`config.mk`:
```
export PLATFORM = sky130hd
export DESIGN_NAME = muldiv_hilo_unit
export DESIGN_NICKNAME = d
export VERILOG_FILES = /design/src/rtl/muldiv_hilo_unit_pkg.sv /design/src/rtl/muldiv_div_core.sv /design/src/rtl/muldiv_hilo_unit.sv
export SDC_FILE = /design/constraint.sdc
export NUM_CORES = 1
export LEC_CHECK = 0
export CAP_MARGIN = 20
export CELL_PAD_IN_SITES_DETAIL_PLACEMENT = 0
export CELL_PAD_IN_SITES_GLOBAL_PLACEMENT = 1
export CORE_AREA = 2 2 209 211
export DETAILED_ROUTE_END_ITERATION = 10
export DIE_AREA = 0 0 211 213
export PLACE_DENSITY = 0.79
export SETUP_SLACK_MARGIN = 0.3
export SLEW_MARGIN = 20
export SYNTH_ARGS = -nofsm -noshare
export SYNTH_HDL_FRONTEND = slang
export SYNTH_HIERARCHICAL = 1
export SYNTH_SLANG_ARGS = --single-unit
```
`constraint.sdc`:
```
create_clock -name clk -period 8.28 [get_ports clk]
set_input_delay 1.242 -clock clk [delete_from_list [all_inputs] [get_ports clk]]
set_output_delay 1.242 -clock clk [all_outputs]
set_load 0.005 [all_outputs]
```
`src/rtl/muldiv_hilo_unit_pkg.sv`:
```
// Shared op codes, FSM states and op-class helpers for the multiply/divide HI/LO unit.
package muldiv_hilo_unit_pkg;

  typedef enum logic [2:0] {
    MD_MULT  = 3'd0,
    MD_MULTU = 3'd1,
    MD_DIV   = 3'd2,
    MD_DIVU  = 3'd3,
    MD_MTHI  = 3'd4,
    MD_MTLO  = 3'd5
  } md_op_e;

  typedef enum logic [1:0] {
    MD_IDLE = 2'd0,
    MD_BUSY = 2'd1,
    MD_DONE = 2'd2
  } md_state_e;

  function automatic logic op_is_mul(input md_op_e o);
    return (o == MD_MULT) || (o == MD_MULTU);
  endfunction

  function automatic logic op_is_div(input md_op_e o);
    return (o == MD_DIV) || (o == MD_DIVU);
  endfunction

  function automatic logic op_is_signed(input md_op_e o);
    return (o == MD_MULT) || (o == MD_DIV);
  endfunction

endpackage

```
`src/rtl/muldiv_div_core.sv`:
```
// One combinational restoring-division step: shift the next dividend bit into the
// partial remainder, subtract the divisor when it fits, shift the quotient bit in.
module muldiv_div_core
  import muldiv_hilo_unit_pkg::*;
#(
  parameter int unsigned WIDTH = 32
) (
  input  logic [WIDTH:0]   rem_i,
  input  logic [WIDTH-1:0] quot_i,
  input  logic [WIDTH-1:0] divisor_i,
  output logic [WIDTH:0]   rem_o,
  output logic [WIDTH-1:0] quot_o
);

  logic [WIDTH+1:0] rem_shift;
  logic             fits;

  always_comb begin
    rem_shift = {rem_i, quot_i[WIDTH-1]};
    fits      = (rem_shift >= {2'b00, divisor_i});
    rem_o     = fits ? (rem_shift[WIDTH:0] - {1'b0, divisor_i}) : rem_shift[WIDTH:0];
    quot_o    = {quot_i[WIDTH-2:0], fits};
  end

endmodule

```
`src/rtl/muldiv_hilo_unit.sv`:
```
// Iterative multiply/divide unit with HI/LO register pair, MTHI/MTLO, flush cancel and stall.
// Define MULDIV_FAST_MUL_EN to make MULT/MULTU single-cycle combinational multiplies.
module muldiv_hilo_unit
  import muldiv_hilo_unit_pkg::*;
#(
  parameter int unsigned WIDTH = 32
) (
  input  logic             clk,
  input  logic             rst,
  input  logic             start,
  input  logic [2:0]       op,
  input  logic [WIDTH-1:0] a,
  input  logic [WIDTH-1:0] b,
  input  logic             cancel,
  output logic             stall,
  output logic             done,
  output logic [WIDTH-1:0] hi_o,
  output logic [WIDTH-1:0] lo_o
);

  localparam int unsigned CW = (WIDTH > 1) ? $clog2(WIDTH) : 1;

`ifdef MULDIV_FAST_MUL_EN
  localparam bit FastMul = 1'b1;
`else
  localparam bit FastMul = 1'b0;
`endif

  md_state_e        state_q, state_d;
  logic [CW-1:0]    cnt_q, cnt_d;
  logic [WIDTH:0]   rem_q, rem_d;
  logic [WIDTH-1:0] quot_q, quot_d;
  logic [WIDTH-1:0] dvsr_q, dvsr_d;
  logic [WIDTH-1:0] a_q, a_d;
  logic             mul_q, mul_d;
  logic             neg_res_q, neg_res_d;
  logic             neg_rem_q, neg_rem_d;
  logic             div0_q, div0_d;
  logic [WIDTH-1:0] hi_q, hi_d;
  logic [WIDTH-1:0] lo_q, lo_d;

  md_op_e           op_e;
  logic             is_mul, is_div, a_neg, b_neg;
  logic [WIDTH-1:0] abs_a, abs_b;
  logic             launch, launch_fast, launch_iter;
  logic [WIDTH:0]   mul_sum, div_rem, step_rem;
  logic [WIDTH-1:0] div_quot, step_quot, quo_fix, rem_fix;
  logic [2*WIDTH-1:0] prod_fix, fast_prod;

  muldiv_div_core #(.WIDTH(WIDTH)) u_div_core (
    .rem_i     (rem_q),
    .quot_i    (quot_q),
    .divisor_i (dvsr_q),
    .rem_o     (div_rem),
    .quot_o    (div_quot)
  );

  always_comb begin
    op_e   = md_op_e'(op);
    is_mul = op_is_mul(op_e);
    is_div = op_is_div(op_e);
    a_neg  = op_is_signed(op_e) & a[WIDTH-1];
    b_neg  = op_is_signed(op_e) & b[WIDTH-1];
    abs_a  = a_neg ? -a : a;
    abs_b  = b_neg ? -b : b;
    launch      = (state_q == MD_IDLE) && start && !cancel && (is_mul || is_div);
    launch_fast = launch && is_mul && FastMul;
    launch_iter = launch && !launch_fast;
  end

  if (FastMul) begin : g_fast_mul
    always_comb begin
      fast_prod = {{WIDTH{1'b0}}, abs_a} * {{WIDTH{1'b0}}, abs_b};
      if (a_neg ^ b_neg) fast_prod = -fast_prod;
    end
  end else begin : g_iter_mul
    assign fast_prod = '0;
  end

  // Shared datapath: {rem_q, quot_q} is the 2*WIDTH+1 accumulator for both ops.
  // Mul shifts right adding the multiplicand on the multiplier LSB; div steps the core.
  always_comb begin
    mul_sum   = rem_q + (quot_q[0] ? {1'b0, dvsr_q} : '0);
    step_rem  = mul_q ? {1'b0, mul_sum[WIDTH:1]} : div_rem;
    step_quot = mul_q ? {mul_sum[0], quot_q[WIDTH-1:1]} : div_quot;
    prod_fix  = {step_rem[WIDTH-1:0], step_quot};
    if (neg_res_q) prod_fix = -prod_fix;
    quo_fix   = neg_res_q ? -step_quot : step_quot;
    rem_fix   = neg_rem_q ? -step_rem[WIDTH-1:0] : step_rem[WIDTH-1:0];
  end

  always_comb begin
    state_d   = state_q;
    cnt_d     = cnt_q;
    rem_d     = rem_q;
    quot_d    = quot_q;
    dvsr_d    = dvsr_q;
    a_d       = a_q;
    mul_d     = mul_q;
    neg_res_d = neg_res_q;
    neg_rem_d = neg_rem_q;
    div0_d    = div0_q;
    hi_d      = hi_q;
    lo_d      = lo_q;
    stall     = launch_iter || (state_q == MD_BUSY);
    done      = (state_q == MD_DONE);

    case (state_q)
      MD_IDLE: begin
        if (launch_fast) begin
          hi_d    = fast_prod[2*WIDTH-1:WIDTH];
          lo_d    = fast_prod[WIDTH-1:0];
          state_d = MD_DONE;
        end else if (launch_iter) begin
          mul_d     = is_mul;
          neg_res_d = a_neg ^ b_neg;
          neg_rem_d = a_neg;
          div0_d    = (b == '0);
          a_d       = a;
          dvsr_d    = is_mul ? abs_a : abs_b;
          quot_d    = is_mul ? abs_b : abs_a;
          rem_d     = '0;
          cnt_d     = '0;
          state_d   = MD_BUSY;
        end else if (start && !cancel && (op_e == MD_MTHI)) begin
          hi_d = a;
        end else if (start && !cancel && (op_e == MD_MTLO)) begin
          lo_d = a;
        end
      end
      MD_BUSY: begin
        if (cancel) begin
          state_d = MD_IDLE;
          cnt_d   = '0;
        end else begin
          rem_d  = step_rem;
          quot_d = step_quot;
          cnt_d  = cnt_q + 1'b1;
          // Last step and sign fix-up commit on the same edge that enters DONE.
          if (cnt_q == CW'(WIDTH - 1)) begin
            state_d = MD_DONE;
            if (mul_q) begin
              hi_d = prod_fix[2*WIDTH-1:WIDTH];
              lo_d = prod_fix[WIDTH-1:0];
            end else if (div0_q) begin
              hi_d = a_q;
              lo_d = '1;
            end else begin
              hi_d = rem_fix;
              lo_d = quo_fix;
            end
          end
        end
      end
      MD_DONE: state_d = MD_IDLE;
      default: state_d = MD_IDLE;
    endcase
  end

  always_ff @(posedge clk or posedge rst) begin
    if (rst) begin
      state_q   <= MD_IDLE;
      cnt_q     <= '0;
      rem_q     <= '0;
      quot_q    <= '0;
      dvsr_q    <= '0;
      a_q       <= '0;
      mul_q     <= 1'b0;
      neg_res_q <= 1'b0;
      neg_rem_q <= 1'b0;
      div0_q    <= 1'b0;
      hi_q      <= '0;
      lo_q      <= '0;
    end else begin
      state_q   <= state_d;
      cnt_q     <= cnt_d;
      rem_q     <= rem_d;
      quot_q    <= quot_d;
      dvsr_q    <= dvsr_d;
      a_q       <= a_d;
      mul_q     <= mul_d;
      neg_res_q <= neg_res_d;
      neg_rem_q <= neg_rem_d;
      div0_q    <= div0_d;
      hi_q      <= hi_d;
      lo_q      <= lo_d;
    end
  end

  assign hi_o = hi_q;
  assign lo_o = lo_q;

endmodule

```
Yosys cells after proc, flatten, opt, wreduce, memory -nomap -nowiden

Cells that the tools add are included.
W data, S select, Z words.

Latch bits: 0
Memories: 0
Input port bits: 71
Output and inout bits: 66
Memory bits (read-only): 0
Register bits after elaboration: 204
Bits in writable memories: 0

Div/mod/pow operators: 0
Mux-type cells: 39
Magnitude comparators: 1
Add/subtract/negate cells: 8
Reduce and logical (&&, ||, !) cells: 22
Equal/unequal tests: 16
Shift operators: 0
Bitwise logic cells: 3
Multipliers: 0

Operators by type and width:

| kind                  | count |
|---|---|
| $mux W32              | 23 |
| $pmux W32 S2          | 3 |
| $mux W33              | 4 |
| $neg A32 Y32          | 4 |
| $pmux W33 S2          | 1 |
| $mux W64              | 1 |
| $neg A64 Y64          | 1 |
| $ge A34 B32 Y1        | 1 |
| $add A33 B32 Y33      | 1 |
| $sub A33 B32 Y33      | 1 |
| $logic_not A32 Y1     | 1 |
| $mux W5               | 2 |
| $pmux W5 S2           | 1 |
| $ne A2 B2 Y1 const B  | 4 |
| $eq A3 B2 Y1 const B  | 2 |
| $eq A3 B3 Y1 const B  | 2 |
| $logic_and A1 B1 Y1   | 6 |
| $mux W2               | 3 |
| $ne A2 B1 Y1 const B  | 3 |
| $reduce_and A2 Y1     | 3 |
| $reduce_and A6 Y1     | 1 |
| $add A5 B1 Y5 const B | 1 |
| $eq A5 B5 Y1 const B  | 1 |
| $logic_or A1 B1 Y1    | 5 |
| other kinds (13)      | 14 |

Logic depth before layout (Yosys ltp)

Depth after elaboration: 10
Gate-level depth with buffers: 24
Depth with buffers taken out: 22

Modules after synthesis

Netlist, hierarchy kept.

By module, submodules not included:

| module           | area an instance (um2) | cells each | instances | seq. area each (um2) |
|---|---|---|---|---|
| muldiv_hilo_unit | 16590.9                | 2183       | 1         | 5104.9 |
| muldiv_div_core  | 2431.1                 | 378        | 1         | 0.0 |

Worst setup path after synthesis

Ideal clock, no wire load.

Kind: register to register
From: register quot_q[31]
To: register hi_q[23] (netlist: hi_o[23])
Data required time: 8.154 ns
Period minus slack after synthesis: 5.106 ns
Arrival time: 4.980 ns
Stages on the path, launching flop included: 23
Setup slack: 3.174 ns
Path through: dfrtp_1 > inv_1 > ha_1 > inv_1 > fa_1 > a211oi_2 > o211a_1 > o211ai_1 > and2_1 > a31oi_2 > a31oi_4 > clkbuf_1 > buf_4 > mux2i_2 > o221ai_2 > nor4_2 > nand3_1 > nand3b_1 > or4_1 > o31ai_1 > xnor2_1 > a221oi_1 > a221o_1

Longest elaborated chain between the ends: 10
Elaborated cells between the ends (all ways): 14
Classes of those cells: add/sub (3); order compare (1); mux (10)

RTL lines:

| item                   | line                    | text |
|---|---|---|
| from (decl)            | muldiv_hilo_unit.sv:32  | `logic [WIDTH-1:0] quot_q, quot_d;` |
| from (signal assigned) | muldiv_hilo_unit.sv:178 | `quot_q <= quot_d;` |
| $ge A34 B32 Y1 (*)     | muldiv_div_core.sv:20   | `fits = (rem_shift >= {2'b00, divisor_i});` |
| net u_div_core.fits    | muldiv_div_core.sv:16   | `logic fits;` |
| $mux W33               | muldiv_div_core.sv:21   | `rem_o = fits ? (rem_shift[WIDTH:0] - {1'b0, divisor_i}) : rem_shift[WIDTH:0];` |
| $mux W33               | muldiv_hilo_unit.sv:84  | `step_rem = mul_q ? {1'b0, mul_sum[WIDTH:1]} : div_rem;` |
| $neg A32 Y32           | muldiv_hilo_unit.sv:89  | `rem_fix = neg_rem_q ? -step_rem[WIDTH-1:0] : step_rem[WIDTH-1:0];` |
| $mux W32               | muldiv_hilo_unit.sv:89  |  |
| $mux W32               | muldiv_hilo_unit.sv:145 | `end else if (div0_q) begin` |
| $mux W32 (*)           | muldiv_hilo_unit.sv:142 | `if (mul_q) begin` |
| $mux W32 (*)           | muldiv_hilo_unit.sv:140 | `if (cnt_q == CW'(WIDTH - 1)) begin` |
| $mux W32 (*)           | muldiv_hilo_unit.sv:132 | `if (cancel) begin` |
| $pmux W32 S2 (*)       | muldiv_hilo_unit.sv:108 | `case (state_q)` |
| to (signal assigned)   | muldiv_hilo_unit.sv:185 | `hi_q <= hi_d;` |
| to (decl)              | muldiv_hilo_unit.sv:39  | `logic [WIDTH-1:0] hi_q, hi_d;` |

Mark *: on every way through the listed nets, which the timed path passes. The rest lies on a longest branch. The select of a mux whose other input is x is not followed.
A chain may end at the register's enable or synchronous reset.

Worst setup path after layout

From: register quot_q[31]
To: register hi_q[23] (netlist: hi_o[23])

Longest elaborated chain between the ends: 10
Elaborated cells between the ends (all ways): 14
Classes of those cells: add/sub (3); order compare (1); mux (10)

RTL lines:

| item               | line                    | text |
|---|---|---|
| $ge A34 B32 Y1 (*) | muldiv_div_core.sv:20   |  |
| net div_quot[0]    | muldiv_hilo_unit.sv:47  | `logic [WIDTH-1:0] div_quot, step_quot, quo_fix, rem_fix;` |
| $mux W33           | muldiv_div_core.sv:21   |  |
| $mux W33           | muldiv_hilo_unit.sv:84  |  |
| $neg A32 Y32       | muldiv_hilo_unit.sv:89  |  |
| $mux W32           | muldiv_hilo_unit.sv:89  |  |
| $mux W32           | muldiv_hilo_unit.sv:145 |  |
| $mux W32 (*)       | muldiv_hilo_unit.sv:142 |  |
| $mux W32 (*)       | muldiv_hilo_unit.sv:140 |  |
| $mux W32 (*)       | muldiv_hilo_unit.sv:132 |  |
| $pmux W32 S2 (*)   | muldiv_hilo_unit.sv:108 |  |

Marks and branches as above.

==> reports/results.txt <==
status: complete, no violations
routed wire length: 80930 um
fin area: 0.02132 mm2
GRT Util Overall: 0.3552
Ports: 137
antenna viol nets, final: 0
Leak: 8.825 nW
top cell type's share of synthesized area: 0.2684
global-route wire length before repair: 118700 um
Max Clk Rate: 161.7 MHz
met2 Use GR: 0.6154
# Post-CTS Setup Buffers: 0
Clk Tree Root Cell: clkbuf_16
Clk Latency, worst-skew pair: 0.57 ns
nets: 2689
Port Buf Inserts: 136
CORE AREA: 0.04270 mm2
Netlist Area Pre-Place: 0.01902 mm2
fin crit period: 6.183 ns
M3 GR Usage: 0.03559
dpl hpwl: 62030 um
H-tree depth: 1
worst setup path start: quot_q[31]
Setup-failing EPs final: 0
CTS clk-pin slew, worst paths: 0.06 ns
Slew HR: 0.2056
cell accounting for the most synthesized area: dfrtp_1
unique cell type count in the Yosys netlist: 101
WP data arrival: 6.63 ns
DRC: 0
R2R setup slack: 2.10 ns
post-synthesis area per instance: 7.428 um2
Fin Setup TNS: 0 ns
Synth Net Count: 2704
period utilization: 0.7467
worst min-delay path class: register to register
clock tree sinks: 204
ys async rst share: 1.000
r2r worst-path depth: 20
Starting Density: 0.4455
GR Util met1: 0.4120
Rows: 76
Worst-Margin Slew: 1.179 ns
Worst EP required: 8.73 ns
grt ovf: 0
Layout fillers: 4247
most used routing layer: met2
CP startpoint kind: register
most common cell in the synthesized netlist: nand2_1
Fin. Hold Viols: 0
reg2reg start: quot_q[31]
CTS tree: built
fin cells: 3113
register area share after synthesis: 0.2684
Die H: 213 um
RSZ-0062 raised after global routing: no
top post-synthesis cells by count: 439 x nand2_1, 254 x o21ai_0, 204 x dfrtp_1
Resized Gates After CTS: 0
post-synthesis compound-gate area fraction: 0.2648
Worst Clk Skew: 0.02060 ns
vias per std cell: 6.283
PD cells: 381.8 mW/mm2
maximum vdd ir drop: 0.0001712 V
kind of critical path: register to register
Main synth FF type: dfrtp_1
Max Cap Viol: 0
Clock Tree Buf Depth: 3
Area contributors post-synth: dfrtp_1 27%, nand2_1 8.7%, o21ai_0 6.7%
Num CTS Buffers: 27
simple-gate share of the synthesized area: 0.2369
placed cells: 3062
Iteration-0 DRC Markers: 1662
Synth Area in XOR/XNOR: 0.08327
adder-cell share of the synthesized area: 0.04815
share of cells above drive strength 1: 0.05458
antenna violations before repair: 1
number of global-route vias before repair: 19.09k
GPL Wtd Cong: 1.005
DRT Pass-1 Iters: 7
Crit. End Element: register
Ys Warns: 6
Horiz. Die Dim: 211 um
overall power: 8.140 mW
Hold Slack: 0.4757 ns
#FFs+latches synth: 204
end of the critical path: hi_o[23]
area grow syn2layout: 12.09%
die area: 0.04494 mm2
WL/cell: 26.00 um
Via Count: 19.56k
Mapped Cells: 2561
EDFF count, synth: 0
critical path fanouts, max: 12
largest family of logic cells by synthesized area: compound AO/OA/AOI/OAI gates
proportion of synthesized area in mux cells: 0.03605
hold buffers post-CTS: 0
placed instance area: 0.02036 mm2
pin count of the biggest net entering global routing: 161
Reg-to-Reg End: hi_o[23]
Slew Viols, Final: 0
==> metal layers <==
layer / vias to the layer above / routed length, um
li1: 9092 / -
met1: 9487 / 30570
met2: 743 / 39390
met3: 238 / 4263
met4: 0 / 6697
met5: - / 0
==> worst min path at each step <==
stage,slack [ns],from,cells after the start,end
2_1_floorplan,0.44,a_q[19],2,a_q[19]
3_3_place_gp,0.46,a_q[22],2,a_q[22]
3_5_place_dp,0.46,a_q[10],2,a_q[10]
4_1_cts,0.48,a_q[25],2,a_q[25]
5_1_grt,0.50,a_q[6],2,a_q[6]
6_report,0.48,a_q[25],2,a_q[25]
==> power by group <==
| part | internal (mW) | leakage, nW | switching, mW |
|---|---|---|---|
| clock | 0.772 | 0.464 | 0.498 |
| combinational | 1.85 | 5.80 | 3.34 |
| sequential | 1.32 | 2.56 | 0.358 |
==> registers in the layout, indices dropped and copies added (netlist names), 2 cells and up <==
name     cells
cnt_q        5
rem_q       33
a_q         32
quot_q      32
lo_o        32
hi_o        32
dvsr_q      32
state_q      2
==> per-stage QoR <==
stage	utilization	worst slack, ns
2_1_floorplan	-	1.471
3_3_place_gp	0.4768	2.264
3_5_place_dp	0.4768	2.234
4_1_cts	0.4987	2.202
5_1_grt	0.4993	1.667
6_report	0.4994	2.097
==> placed cells by master, fill, tap and decap left out, types with 26 or more instances in the layout <==
cell type	instances
a21o_1	26
a21oi_1	199
and2_1	43
clkbuf_16	27
clkdlybuf4s50_1	136
dfrtp_1	201
ha_1	70
inv_1	68
mux2i_1	48
nand2_1	438
nand3_1	53
nand4_1	26
nor2_1	187
nor3_1	60
o211ai_1	38
o21ai_0	254
o22ai_1	36
o31ai_1	37
xnor2_1	108
xor2_1	71
==> final cells by class <==
| class | count | area, um2 | area share |
|---|---|---|---|
| multi-input combinational | 2084 | 12770 | 0.5987 |
| clock inverter | 12 | 166.4 | 0.007805 |
| timing repair buffer | 158 | 1546 | 0.07253 |
| tap | 546 | 683.2 | 0.03204 |
| antenna | 2 | 5.005 | 0.0002347 |
| sequential | 204 | 5111 | 0.2397 |
| inverter | 71 | 274.0 | 0.01285 |
| clock buffer | 36 | 769.5 | 0.03609 |
==> worst max-delay path, cell delays in order (launching register included) <==
cell and delay [ns]:
dfrtp_1 0.43, inv_1 0.08, ha_1 0.16, inv_1 0.06
fa_1 0.45, a211oi_2 0.27, o211a_1 0.24, o211ai_1 0.10
and2_1 0.19, a31oi_2 0.32, a31oi_4 0.25, mux2i_2 0.38
o221ai_2 0.23, nor4_2 0.45, nand3_1 0.25, nand3b_1 0.57
or4_1 0.70, o31ai_1 0.30, xnor2_1 0.17, a221oi_1 0.11
a221o_1 0.35
==> kinds of logic after synthesis <==
kind of cell / after synthesis
simple gates: 973
buf+inv: 273
xor+xnor: 180
mux: 64
fa+ha+maj: 72
flops: 204
compound gates: 795
(Power assumes the default switching activity.)
